$ cat config.mk
export PLATFORM = sky130hd
export DESIGN_NAME = instr_fetch_unit
export DESIGN_NICKNAME = d
export VERILOG_FILES = /design/src/rtl/fetch_pkg.sv /design/src/rtl/pc_reg.sv /design/src/rtl/instr_fetch_unit.sv
export SDC_FILE = /design/constraint.sdc
export NUM_CORES = 1
export LEC_CHECK = 0
export CAP_MARGIN = 5
export CORE_MARGIN = 3
export CORE_UTILIZATION = 48
export CTS_BUF_LIST = sky130_fd_sc_hd__clkbuf_16
export DETAILED_ROUTE_END_ITERATION = 16
export PLACE_DENSITY = 0.82
export SYNTH_ARGS = -nofsm -noshare
export SYNTH_HDL_FRONTEND = slang
export SYNTH_SLANG_ARGS = --single-unit
$ cat constraint.sdc
create_clock -name clk -period 2.6 [get_ports clk]
set_clock_uncertainty 0.2 [all_clocks]
set_input_delay 0.52 -clock clk [delete_from_list [all_inputs] [get_ports clk]]
set_output_delay 0.52 -clock clk [all_outputs]
set_load 0.05 [all_outputs]
$ cat src/rtl/fetch_pkg.sv
// rtl/fetch_pkg.sv - shared types and constants for the instruction fetch unit
package fetch_pkg;

  typedef enum logic [1:0] {
    BOOT  = 2'd0,
    FETCH = 2'd1,
    STALL = 2'd2,
    FAULT = 2'd3
  } fetch_state_t;

  localparam logic [31:0] NOP_INSTR = 32'hD503201F;
  localparam int          PC_INCR   = 4;

endpackage

$ cat src/rtl/pc_reg.sv
// rtl/pc_reg.sv - program counter register with load enable and async active-low reset
module pc_reg #(
  parameter int              PC_W     = 64,
  parameter logic [PC_W-1:0] RESET_PC = '0
) (
  input  logic            clk_i,
  input  logic            rst_ni,
  input  logic            load_i,
  input  logic [PC_W-1:0] pc_d_i,
  output logic [PC_W-1:0] pc_q_o
);

  logic [PC_W-1:0] pc_q;

  // Hold the PC unless the fetch unit asks for a new value
  always_ff @(posedge clk_i or negedge rst_ni) begin
    if (!rst_ni) begin
      pc_q <= RESET_PC;
    end else if (load_i) begin
      pc_q <= pc_d_i;
    end
  end

  assign pc_q_o = pc_q;

endmodule

$ cat src/rtl/instr_fetch_unit.sv
// rtl/instr_fetch_unit.sv - IF stage: PC, single-outstanding imem fetch, IF/ID outputs; optional FETCH_ALIGN_CHECK_EN
module instr_fetch_unit
  import fetch_pkg::*;
#(
  parameter int              PC_W     = 64,
  parameter int              INSTR_W  = 32,
  parameter logic [PC_W-1:0] RESET_PC = '0
) (
  input  logic               clk,
  input  logic               reset,
  input  logic               stall,
  input  logic               br_taken,
  input  logic [PC_W-1:0]    br_target,
  output logic               imem_req,
  output logic [PC_W-1:0]    imem_addr,
  input  logic               imem_ready,
  input  logic [INSTR_W-1:0] imem_rdata,
  output logic [INSTR_W-1:0] instruction,
  output logic [PC_W-1:0]    currPC,
  output logic [PC_W-1:0]    pc_plus4,
  output logic               IF_ID_flush,
  output logic               fetch_valid
`ifdef FETCH_ALIGN_CHECK_EN
  ,
  output logic               align_fault
`endif
);

  localparam logic [INSTR_W-1:0] NOP_W = INSTR_W'(NOP_INSTR);

  fetch_state_t     state_q;
  logic [PC_W-1:0]  pc_q;
  logic [PC_W-1:0]  pc_d;
  logic             pc_load;
  logic [PC_W-1:0]  pc_inc;
  logic [PC_W-1:0]  br_target_aligned;
  logic             br_fault;
  logic             req_q;
  logic             flush_q;
  logic             valid_q;
  logic [INSTR_W-1:0] instr_q;
  logic [PC_W-1:0]  curr_pc_q;
  logic [PC_W-1:0]  pc_plus4_q;

  assign pc_inc            = pc_q + PC_W'(PC_INCR);
  assign br_target_aligned = {br_target[PC_W-1:2], 2'b00};

`ifdef FETCH_ALIGN_CHECK_EN
  logic align_fault_q;
  assign br_fault    = (br_target[1:0] != 2'b00);
  assign align_fault = align_fault_q;
`else
  assign br_fault = 1'b0;
`endif

  pc_reg #(
    .PC_W    (PC_W),
    .RESET_PC(RESET_PC)
  ) u_pc_reg (
    .clk_i (clk),
    .rst_ni(reset),
    .load_i(pc_load),
    .pc_d_i(pc_d),
    .pc_q_o(pc_q)
  );

  // Next-PC select: redirect beats sequential advance; advance only on an accepted fetch
  always_comb begin
    pc_load = 1'b0;
    pc_d    = pc_q;
    if (state_q == FETCH || state_q == STALL) begin
      if (br_taken) begin
        if (!br_fault) begin
          pc_load = 1'b1;
          pc_d    = br_target_aligned;
        end
      end else if (state_q == FETCH && !stall && imem_ready) begin
        pc_load = 1'b1;
        pc_d    = pc_inc;
      end
    end
  end

  // Fetch FSM with registered IF/ID-facing outputs
  always_ff @(posedge clk or negedge reset) begin
    if (!reset) begin
      state_q    <= BOOT;
      req_q      <= 1'b0;
      flush_q    <= 1'b1;
      valid_q    <= 1'b0;
      instr_q    <= NOP_W;
      curr_pc_q  <= '0;
      pc_plus4_q <= '0;
`ifdef FETCH_ALIGN_CHECK_EN
      align_fault_q <= 1'b0;
`endif
    end else begin
      case (state_q)
        BOOT: begin
          state_q <= FETCH;
          req_q   <= 1'b1;
          flush_q <= 1'b1;
        end
        FAULT: begin
          req_q   <= 1'b0;
          flush_q <= 1'b1;
        end
        default: begin
          if (br_taken) begin
            // Any response arriving alongside the redirect belongs to the wrong path
            instr_q <= NOP_W;
            valid_q <= 1'b0;
            flush_q <= 1'b1;
            if (br_fault) begin
              state_q <= FAULT;
              req_q   <= 1'b0;
`ifdef FETCH_ALIGN_CHECK_EN
              align_fault_q <= 1'b1;
`endif
            end else begin
              state_q <= FETCH;
              req_q   <= 1'b1;
            end
          end else if (stall) begin
            // A response landing in the stall cycle is dropped; pc was not advanced so it is refetched
            state_q <= STALL;
            req_q   <= 1'b0;
            flush_q <= 1'b0;
          end else if (state_q == STALL) begin
            state_q <= FETCH;
            req_q   <= 1'b1;
            flush_q <= 1'b0;
          end else if (imem_ready) begin
            instr_q    <= imem_rdata;
            curr_pc_q  <= pc_q;
            pc_plus4_q <= pc_inc;
            valid_q    <= 1'b1;
            flush_q    <= 1'b0;
          end else begin
            instr_q <= NOP_W;
            valid_q <= 1'b0;
            flush_q <= 1'b0;
          end
        end
      endcase
    end
  end

  assign imem_req    = req_q;
  assign imem_addr   = pc_q;
  assign instruction = instr_q;
  assign currPC      = curr_pc_q;
  assign pc_plus4    = pc_plus4_q;
  assign IF_ID_flush = flush_q;
  assign fetch_valid = valid_q;

endmodule

==> run summary <==
Outcome -> finished clean
Worst Tran Pin Value -> 0.635 ns
Die area -> 24400 sq um
Slew Limit Fails -> 0
Startpoint Class -> register
Clock share of power -> 14.5%
Die Width -> 156 um
Vias in the first global route -> 10428
Relative slew margins -> 57.7%
Area Overhead vs Synth -> 43.6%
Ports -> 328
Die span in y -> 156 um
Worst VDD drop -> 1.09 mV
Root buf cell -> clkbuf_16
Final core occ -> 70.6%
GR Overflow Total -> 0
Seq pwr share -> 26.7%
Number of buffers on the longest clock path -> 3
Core area -> 22000 sq um
Dpl ws -> 0.0255 ns
Syn Std Cell Area -> 10800 sq um
Int Pwr -> 11.7 mW
Hold/Removal Path Class -> input port to register
Synth Area per Inst -> 8.96 sq um
Ys flop type -> dfrtp_1
Non-Filler Instances -> 1826
TritonCTS sink count -> 223
Pwr dens -> 1530 nW/um^2
Crit path required time -> 1.88 ns
Via Count -> 10445
Layout cells sized above 1 -> 10.5%
Final worst path period need -> 2.56 ns
Dpl cells -> 1781
Placement Cell Area -> 14700 sq um
Critical-path cell list -> clkdlybuf4s50_1
Crit share post-route -> 98.4%
P_leak -> 6.87 nW
Number of fill cells -> 1623
Asr flop ratio synth -> 100%
N_diodes -> 0
Drt wl/cell -> 19.5 um
CP bufs+invs -> 1
GPL Wtd Cong -> 0.885
Worst skew pair latency -> 0.52 ns
Register area -> 5610 sq um
Main combinational cell family by area after synthesis -> simple AND/OR/NAND/NOR gates
Post-route ant nets -> 0
Adder-cell share of the synthesized area -> 0.577%
DR iter-0 viols -> 775
Sw frac -> 50.6%
Starting Density -> 49.2%
Final setup fails -> 0
Mux cell area share after synthesis -> 0.277%
Synth Area in XOR/XNOR -> 4.85%
CP Max Fanout -> 2
Synth warnings -> 0
Tot Pwr -> 23.7 mW
Sequential-to-total area share from yosys stat -> 51.7%
Critical path type -> register to primary output
Htree depth -> 1
Synth Area in Compound Gates -> 16.6%
Final Hold Viols -> 0
Worst Path Arrival -> 1.84 ns
Global-route wire length before repair -> 56.2 mm
Maxcap violations -> 0
RSZ-0062 raised after global routing -> yes
Post-synth EDFFs -> 0
Net Switching -> 12.0 mW
CP top delay family -> buffers and inverters
CTS Buf Count -> 25
CP max stage cell -> clkdlybuf4s50_1
Multi-input logic area -> 4790 sq um
CP peak stage delay -> 0.81 ns
IO Port Bufs -> 319
Vias/cell -> 5.72
Setup ws final -> 0.0411 ns
TritonCTS clock tree -> yes
Wirelength, routed -> 35.6 mm
Largest net degree at the start of global routing -> 91
Netlist cell types -> 57
Antenna violations before repair -> 2
Final HPWL DP -> 24.7 mm
Fmax -> 391 MHz
CP endpoint kind -> primary output
DRT Pass-1 Iters -> 6
NumNets Final -> 1635
DR DRC count -> 0
Register bit total from synthesis -> 223
Total GRT Usage -> 28.4%
Fraction of the mapped netlist area in simple logic gates -> 21.2%
Hold_ws -> 0.147 ns
Sum Neg Setup Slack -> 0 ns
Clk slew on worst S/H paths -> 0.06 ns
Final Cell Area -> 15600 sq um
Cell count after synthesis -> 1209
Site Rows -> 54
Combinational power share -> 58.8%
==> layout make-up <==
type / instances / share of cell area, %
Tap cell: 280 / 2.25
Timing Repair Buffer: 396 / 25.4
Clock inverter: 19 / 1.03
Sequential cell: 223 / 36.1
Clock buffer: 25 / 4.02
Inverter: 17 / 0.410
Multi-Input combinational cell: 866 / 30.8
==> state kept, by name (all words and copies together), names as in the netlist <==
name and cells:
instruction 32, currPC 62, imem_req 1, u_pc_reg.pc_q_o 62, IF_ID_flush 1, pc_plus4 62
state_q 2, fetch_valid 1
==> cells in the final DEF (no fill, tap or decap), types with 5 or more instances in the layout <==
master / Yosys / layout
xnor2_1: 44 / 44
a31oi_1: 11 / 11
inv_1: 16 / 25
nor4_2: 3 / 5
nor2_1: 49 / 49
nand2_1: 303 / 303
nor4_1: 11 / 9
o22a_1: 24 / 24
a22oi_1: 9 / 9
nor3b_1: 5 / 5
nand3_1: 33 / 33
a22o_1: 20 / 20
dlymetal6s2s_1: 0 / 23
o32ai_1: 7 / 7
dlygate4sd2_1: 0 / 16
and3_1: 11 / 11
a2bb2oi_1: 9 / 9
o21ai_0: 113 / 112
o21ai_1: 5 / 5
a21oi_1: 54 / 54
dfrtp_2: 0 / 12
conb_1: 1 / 6
dfrtp_1: 209 / 197
o22ai_1: 15 / 15
xor2_1: 16 / 16
dfstp_2: 14 / 14
clkdlybuf4s50_1: 0 / 275
buf_4: 8 / 68
nor3_1: 32 / 31
nand4_1: 23 / 23
buf_12: 0 / 12
clkbuf_16: 0 / 25
o21a_1: 11 / 10
==> kinds of logic after synthesis <==
family | Yosys count
flops | 223
xor+xnor | 60
other cells | 1
fa+ha+maj | 5
mux | 3
compound gates | 290
simple gates | 502
buf+inv | 125
==> worst reg2reg max path, delay by kind of cell (launching register included) <==
kind | cells | cell delay, ns
compound gates | 2 | 0.35
simple gates | 4 | 1.41
flops | 1 | 0.44
==> cell usage after synthesis, types with 15 or more instances <==
library cell / instances / area, sq um
a21oi_1: 54 / 270
o22a_1: 24 / 210
inv_1: 16 / 60.1
nand3_1: 33 / 165
xor2_1: 16 / 140
nor2_1: 49 / 184
nor3_1: 32 / 160
o21ai_0: 113 / 566
nand4_1: 23 / 144
a22o_1: 20 / 175
clkbuf_1: 81 / 304
o22ai_1: 15 / 93.8
nand2_1: 303 / 1140
dfrtp_1: 209 / 5230
xnor2_1: 44 / 385
==> worst paths after layout <==
| kind | end | cells past startpoint | slack [ns] | startpoint |
|---|---|---|---|---|
| setup / recovery | instruction[1] | 1 | 0.04 | instruction[1] |
| hold / removal | IF_ID_flush | 3 | 0.15 | br_taken |
| setup reg to reg | u_pc_reg.pc_q_o[62] | 6 | 0.09 | u_pc_reg.pc_q_o[34] |
| hold reg to reg | currPC[16] | 2 | 0.27 | currPC[16] |
| max in group asynchronous | instruction[0] | 3 | 1.15 | reset |
| min in group asynchronous | currPC[25] | 2 | 0.29 | reset |
==> metal layers <==
metal	part of all wire (%)	GRT usage [%]	vias up
li1	-	-	4804
met1	39	36.0	5069
met2	50	48.9	497
met3	8.6	7.02	73
met4	2.3	7.38	2
met5	0.036	0	-
==> power groups by stage <==
stage | logic [mW] | registers, mW | clock network (mW)
2_1_floorplan | 3.49 | 11.5 | 0
3_3_place_gp | 13.8 | 6.25 | 0
3_5_place_dp | 14.0 | 6.33 | 0
4_1_cts | 14.0 | 6.31 | 3.48
5_1_grt | 14.7 | 6.53 | 3.65
6_report | 14.0 | 6.34 | 3.44
==> what timing repair did <==
action,4_1_cts,5_1_grt
pin swaps,0,1
setup buffers,0,0
resized for setup,16,28
endpoints found under the hold margin,42,0
gates cloned,0,0
hold buffers,1,0
setup endpoints to repair,16,35
Note: power is estimated with default switching activity, not from simulation.
